File: src/rtl/reg_scoreboard.sv
// Outstanding-write scoreboard for the integer register file: per-register saturating
// in-flight write counts, RAW/saturation hazard check at issue, and writeback bypass.
module reg_scoreboard #(
    parameter int REG_NUM = 32,
    parameter int ADDR_W  = 5,
    parameter int CNT_W   = 2,
    parameter int TOT_W   = 8
) (
    input  logic              clk,
    input  logic              rst,
    input  logic              rdy,
    input  logic              flush,
    input  logic              issue_valid,
    input  logic              issue_re1,
    input  logic [ADDR_W-1:0] issue_rs1,
    input  logic              issue_re2,
    input  logic [ADDR_W-1:0] issue_rs2,
    input  logic              issue_we,
    input  logic [ADDR_W-1:0] issue_rd,
    output logic              issue_ready,
    input  logic              wb_valid,
    input  logic [ADDR_W-1:0] wb_addr,
    output logic [TOT_W-1:0]  pending_total,
    output logic              err
);

    localparam logic [CNT_W-1:0] CNT_MAX = {CNT_W{1'b1}};
    localparam logic [CNT_W-1:0] CNT_ONE = CNT_W'(1);

    logic [CNT_W-1:0]   cnt_all [REG_NUM];
    logic [REG_NUM-1:0] uf_vec;

    logic               accept;
    logic               wb_eff;
    logic [CNT_W-1:0]   rs1_cnt, rs2_cnt, rd_cnt, wb_cnt;
    logic               rs1_blocked, rs2_blocked, rd_saturated;
    logic               same_reg;
    logic               inc_eff, dec_eff;

    logic [TOT_W-1:0]   total_reg, total_next;
    logic               err_reg;

    // Writebacks only take effect when the pipeline is advancing and not being flushed.
    assign wb_eff = rdy && !flush && wb_valid && (wb_addr != '0);

    assign rs1_cnt = cnt_all[issue_rs1];
    assign rs2_cnt = cnt_all[issue_rs2];
    assign rd_cnt  = cnt_all[issue_rd];
    assign wb_cnt  = cnt_all[wb_addr];

    // A single remaining write completing this cycle is forwarded by the register file.
    always_comb begin
        rs1_blocked = 1'b0;
        rs2_blocked = 1'b0;
        rd_saturated = 1'b0;
        if (issue_re1 && (issue_rs1 != '0)) begin
            rs1_blocked = (rs1_cnt > CNT_ONE) ||
                          ((rs1_cnt == CNT_ONE) && !(wb_valid && (wb_addr == issue_rs1)));
        end
        if (issue_re2 && (issue_rs2 != '0)) begin
            rs2_blocked = (rs2_cnt > CNT_ONE) ||
                          ((rs2_cnt == CNT_ONE) && !(wb_valid && (wb_addr == issue_rs2)));
        end
        if (issue_we && (issue_rd != '0)) begin
            rd_saturated = (rd_cnt == CNT_MAX) && !(wb_valid && (wb_addr == issue_rd));
        end
    end

    assign issue_ready = rdy && !rst && !flush && !rs1_blocked && !rs2_blocked && !rd_saturated;
    assign accept      = issue_valid && issue_ready;

    assign cnt_all[0] = '0;
    assign uf_vec[0]  = 1'b0;

    generate
        for (genvar gi = 1; gi < REG_NUM; gi++) begin : g_reg
            logic [CNT_W-1:0] cnt_reg, cnt_next;
            logic             inc, dec;

            assign inc = accept && issue_we && (issue_rd == ADDR_W'(gi));
            assign dec = wb_eff && (wb_addr == ADDR_W'(gi));

            always_comb begin
                cnt_next = cnt_reg;
                if (inc && !dec) begin
                    cnt_next = cnt_reg + CNT_ONE;
                end else if (dec && !inc && (cnt_reg != '0)) begin
                    cnt_next = cnt_reg - CNT_ONE;
                end
            end

            always_ff @(posedge clk) begin
                if (rst) begin
                    cnt_reg <= '0;
                end else if (rdy) begin
                    cnt_reg <= flush ? '0 : cnt_next;
                end
            end

            assign cnt_all[gi] = cnt_reg;
            assign uf_vec[gi]  = dec && !inc && (cnt_reg == '0);
        end
    endgenerate

    // Running total tracks the count deltas; simultaneous inc/dec of one register cancels.
    assign same_reg = accept && issue_we && wb_eff && (issue_rd == wb_addr);
    assign inc_eff  = accept && issue_we && (issue_rd != '0) && !same_reg;
    assign dec_eff  = wb_eff && !same_reg && (wb_cnt != '0);

    always_comb begin
        total_next = total_reg;
        if (inc_eff && !dec_eff) begin
            total_next = total_reg + TOT_W'(1);
        end else if (dec_eff && !inc_eff) begin
            total_next = total_reg - TOT_W'(1);
        end
    end

    always_ff @(posedge clk) begin
        if (rst) begin
            total_reg <= '0;
            err_reg   <= 1'b0;
        end else if (rdy) begin
            total_reg <= flush ? '0 : total_next;
            err_reg   <= err_reg | (|uf_vec);
        end
    end

    assign pending_total = total_reg;
    assign err           = err_reg;

endmodule

File: config.mk
export PLATFORM = sky130hd
export DESIGN_NAME = reg_scoreboard
export DESIGN_NICKNAME = d
export VERILOG_FILES = /design/src/rtl/reg_scoreboard.sv
export SDC_FILE = /design/constraint.sdc
export NUM_CORES = 1
export LEC_CHECK = 0
export CORE_MARGIN = 1
export CORE_UTILIZATION = 25
export CTS_BUF_LIST = sky130_fd_sc_hd__clkbuf_2
export DETAILED_ROUTE_END_ITERATION = 7
export SLEW_MARGIN = 20
export SYNTH_ARGS = -nofsm -noshare
export SYNTH_HDL_FRONTEND = slang
export SYNTH_SLANG_ARGS = --single-unit
File: constraint.sdc
create_clock -name clk -period 5.5 [get_ports clk]
set_input_delay 1.1 -clock clk [delete_from_list [all_inputs] [get_ports clk]]
set_output_delay 1.1 -clock clk [all_outputs]
set_load 0.05 [all_outputs]
==> impl_metrics.tcl <==
set metrics [dict create \
    portBuffers 38 \
    timing.fmax_mhz 196.9 \
    path_class "input pin to flip-flop" \
    startpoint_type "input pin" \
    p_total_mw 1.076 \
    yosysSeqAreaShare 0.2021 \
    start_util 0.2538 \
    rsz0062_at_grt "false" \
    wl_per_cell_um 21.41 \
    synth_edf_count 0 \
    finalClockSkew_ns 0.04113 \
    worstMarginPinSlew_ns 1.066 \
    synth_compound_area_frac 0.2640 \
    finalSetupViolCount 0 \
    ys.flop_type "dfxtp_1" \
    cts_tree "done" \
    antenna_found_initial 1 \
    vias_per_cell 5.754 \
    synth_largest_area_cell "dfxtp_1" \
    p_per_area_nw_per_um2 129.1 \
    crit_path_frequent_cell "a21oi_1" \
    leakage_nw 2.961 \
    ant_nets 0 \
    run_status "finished clean" \
    htreeDepth 3 \
    hold_viol_final 0 \
    crit_fanout 11 \
    drive_gt1_frac 0.1942 \
    synthMuxAreaShare 0.1914 \
    root_buffer "clkbuf_2" \
    area_delta_synth_final_pct 18.47 \
    avgSynthCellArea_um2 8.093 \
    drcViolationCount 0 \
    vias 7544 \
    drv_cap 0 \
    slew_violations 0 \
    layout_common_cells "nand2_1, buf_4, dfxtp_1" \
    cts_buffers 9 \
    tns_ns 0 \
    synth_area_leaders "dfxtp_1, mux4_2, a21oi_1" \
    first_pass_iters 5 \
    grt-ovfl-total 0 \
    synthAdderAreaFrac 0.01352 \
    place_hpwl_mm 21.13 \
    ios 39 \
    hp-class "flip-flop to flip-flop" \
    synth-simple-area-share 0.2476 \
    synth_area_um2 7033 \
    yosys_warnings 0 \
    dp_slack_ns -0.2045 \
    fin_crit_sh 0.9235 \
    netlist.area_leader.share 0.2021 \
    synth_nets 905 \
    synth_cells 869 \
    drt_iter0_markers 992 \
    synthArstFlopShare 0 \
    routabilityCongestion 0.9959 \
    largest_register_ffs 62 \
    fp.dieW_um 169.7 \
    crit_slowest_cell "clkdlybuf4s50_1" \
    ff2ff_setup_slack_ns 0.98 \
    clock_latency_ns 0.60 \
    worst_slack_ns 0.4206 \
    fp.dieH_um 169.7 \
    cts_max_path_buffers 2 \
    clk_pin_slew_ns 0.23 \
    crit_buf_inv 4 \
    fin_util 0.3007 \
    hold_buffers 0 \
    grt_usage 0.1957 \
    coreArea_um2 27710 \
    period_needed_ns 5.079 \
    slowest_delay_ns 0.60 \
    ys_seq_elements 71 \
    ir_drop_uv 64.72 \
    nets 963 \
    ys_types 75 \
    grt_max_degree 78 \
    finalWirelength_mm 28.07 \
    crit_chain "clkdlybuf4s50_1 > buf_4 > mux4_2 > mux4_2 > o221ai_2 > o311ai_4 > or3_1 > nor3_1 > inv_1 > buf_4 > ha_1 > a21oi_1 > o21bai_1 > a21oi_1 > o21bai_1 > a21oi_1 > xnor2_1 > nor2_1 > a221oi_1 > nor2_1" \
    synth_top_family_by_area "compound AO/OA/AOI/OAI gates" \
    die_area_um2 28810 \
    final_common_cell "nand2_1" \
    grt_first_pass_wirelength_mm 42.66 \
    path_delay_family "compound AO/OA/AOI/OAI gates" \
    grt_pass1_vias 7028 \
    cp_data_arrival_time_ns 5.58 \
    required_ns 6.00 \
    relSlewSlack 0.2865 \
    cts_sinks 71 \
    post_cts_buffers 0 \
    worstSetupEndpointType "flip-flop" \
    synth_xor_xnor_area_share 0.02615 \
    cts_resized 0 \
    row_count 61 \
]
[worst reg2reg max path, cell delays in order, from the launching register on]
cell      delay, ns
dfxtp_1        0.48
or2_2          0.37
mux4_2         0.49
mux4_2         0.49
nor2_1         0.14
buf_4          0.15
a21oi_1        0.05
o21a_1         0.19
nor3_1         0.24
inv_1          0.10
buf_4          0.17
ha_1           0.30
a21oi_1        0.19
o21bai_1       0.09
a21oi_1        0.21
o21bai_1       0.09
a21oi_1        0.17
xnor2_1        0.16
nor2_1         0.07
a221oi_1       0.24
nor2_1         0.06
[power breakdown]
group / switching [mW] / total (mW) / internal [mW]
sequential: 0.00359 / 0.522 / 0.518
clock: 0.206 / 0.264 / 0.0587
combinational: 0.172 / 0.289 / 0.118
[per-stage QoR]
stage | hold slack [ns] | instances | area, µm²
finish | 0.5409 | 1311 | 8332
global route | 0.5909 | 1311 | 8332
CTS | 0.5462 | 1310 | 8329
detailed placement | 0.5194 | 1294 | 8249
global placement | 0.5200 | 1294 | 8249
floorplan | 0.4754 | 869 | 7033
[final cells by class]
class,count,area [µm²]
antenna,1,2.502
sequential,71,1421
fill,2939,19370
clock buffer,11,55.05
multi-input combinational,709,5233
inverter,17,63.81
timing repair buffer,119,1059
clock inverter,5,25.02
tap,378,473.0
[kinds of logic (layout without fill, tap and decap cells)]
group / after synthesis / count (layout)
multiplexers: 76 / 76
flip-flops: 71 / 71
AND/OR/NAND/NOR: 330 / 330
AO/OA/AOI/OAI: 275 / 275
buffers and inverters: 89 / 152
other: 0 / 1
XOR/XNOR: 21 / 21
adder cells (fa/ha/maj): 7 / 7
[cell usage after synthesis, drive strengths merged, types with 22 or more instances]
cell type and instances:
o21ai 60, nor2b 34, clkbuf 46, mux4 46, buf 26, nand2 83
a31oi 23, a211oi 33, nor2 65, dfxtp 71, a21oi 67, mux2i 22
nor3 39
[per-layer routing]
layer | vias to the layer above | GRT usage | share of wire
met2 | 416 | 0.3095 | 0.45
met3 | 49 | 0.04058 | 0.10
met5 | - | 0 | 0
met1 | 3626 | 0.2620 | 0.42
li1 | 3453 | - | -
met4 | 0 | 0.06894 | 0.026
[path summary, 6_finish.rpt]
| check | startpoint | end | depth (start not counted) |
|---|---|---|---|
| max | issue_rd[1] | pending_total[7] | 20 |
| min | pending_total[0] | pending_total[0] | 2 |
| max reg2reg | g_reg[7].cnt_reg[1] | pending_total[7] | 20 |
| min reg2reg | pending_total[0] | pending_total[0] | 2 |
Note: power is estimated with default switching activity, not from simulation.
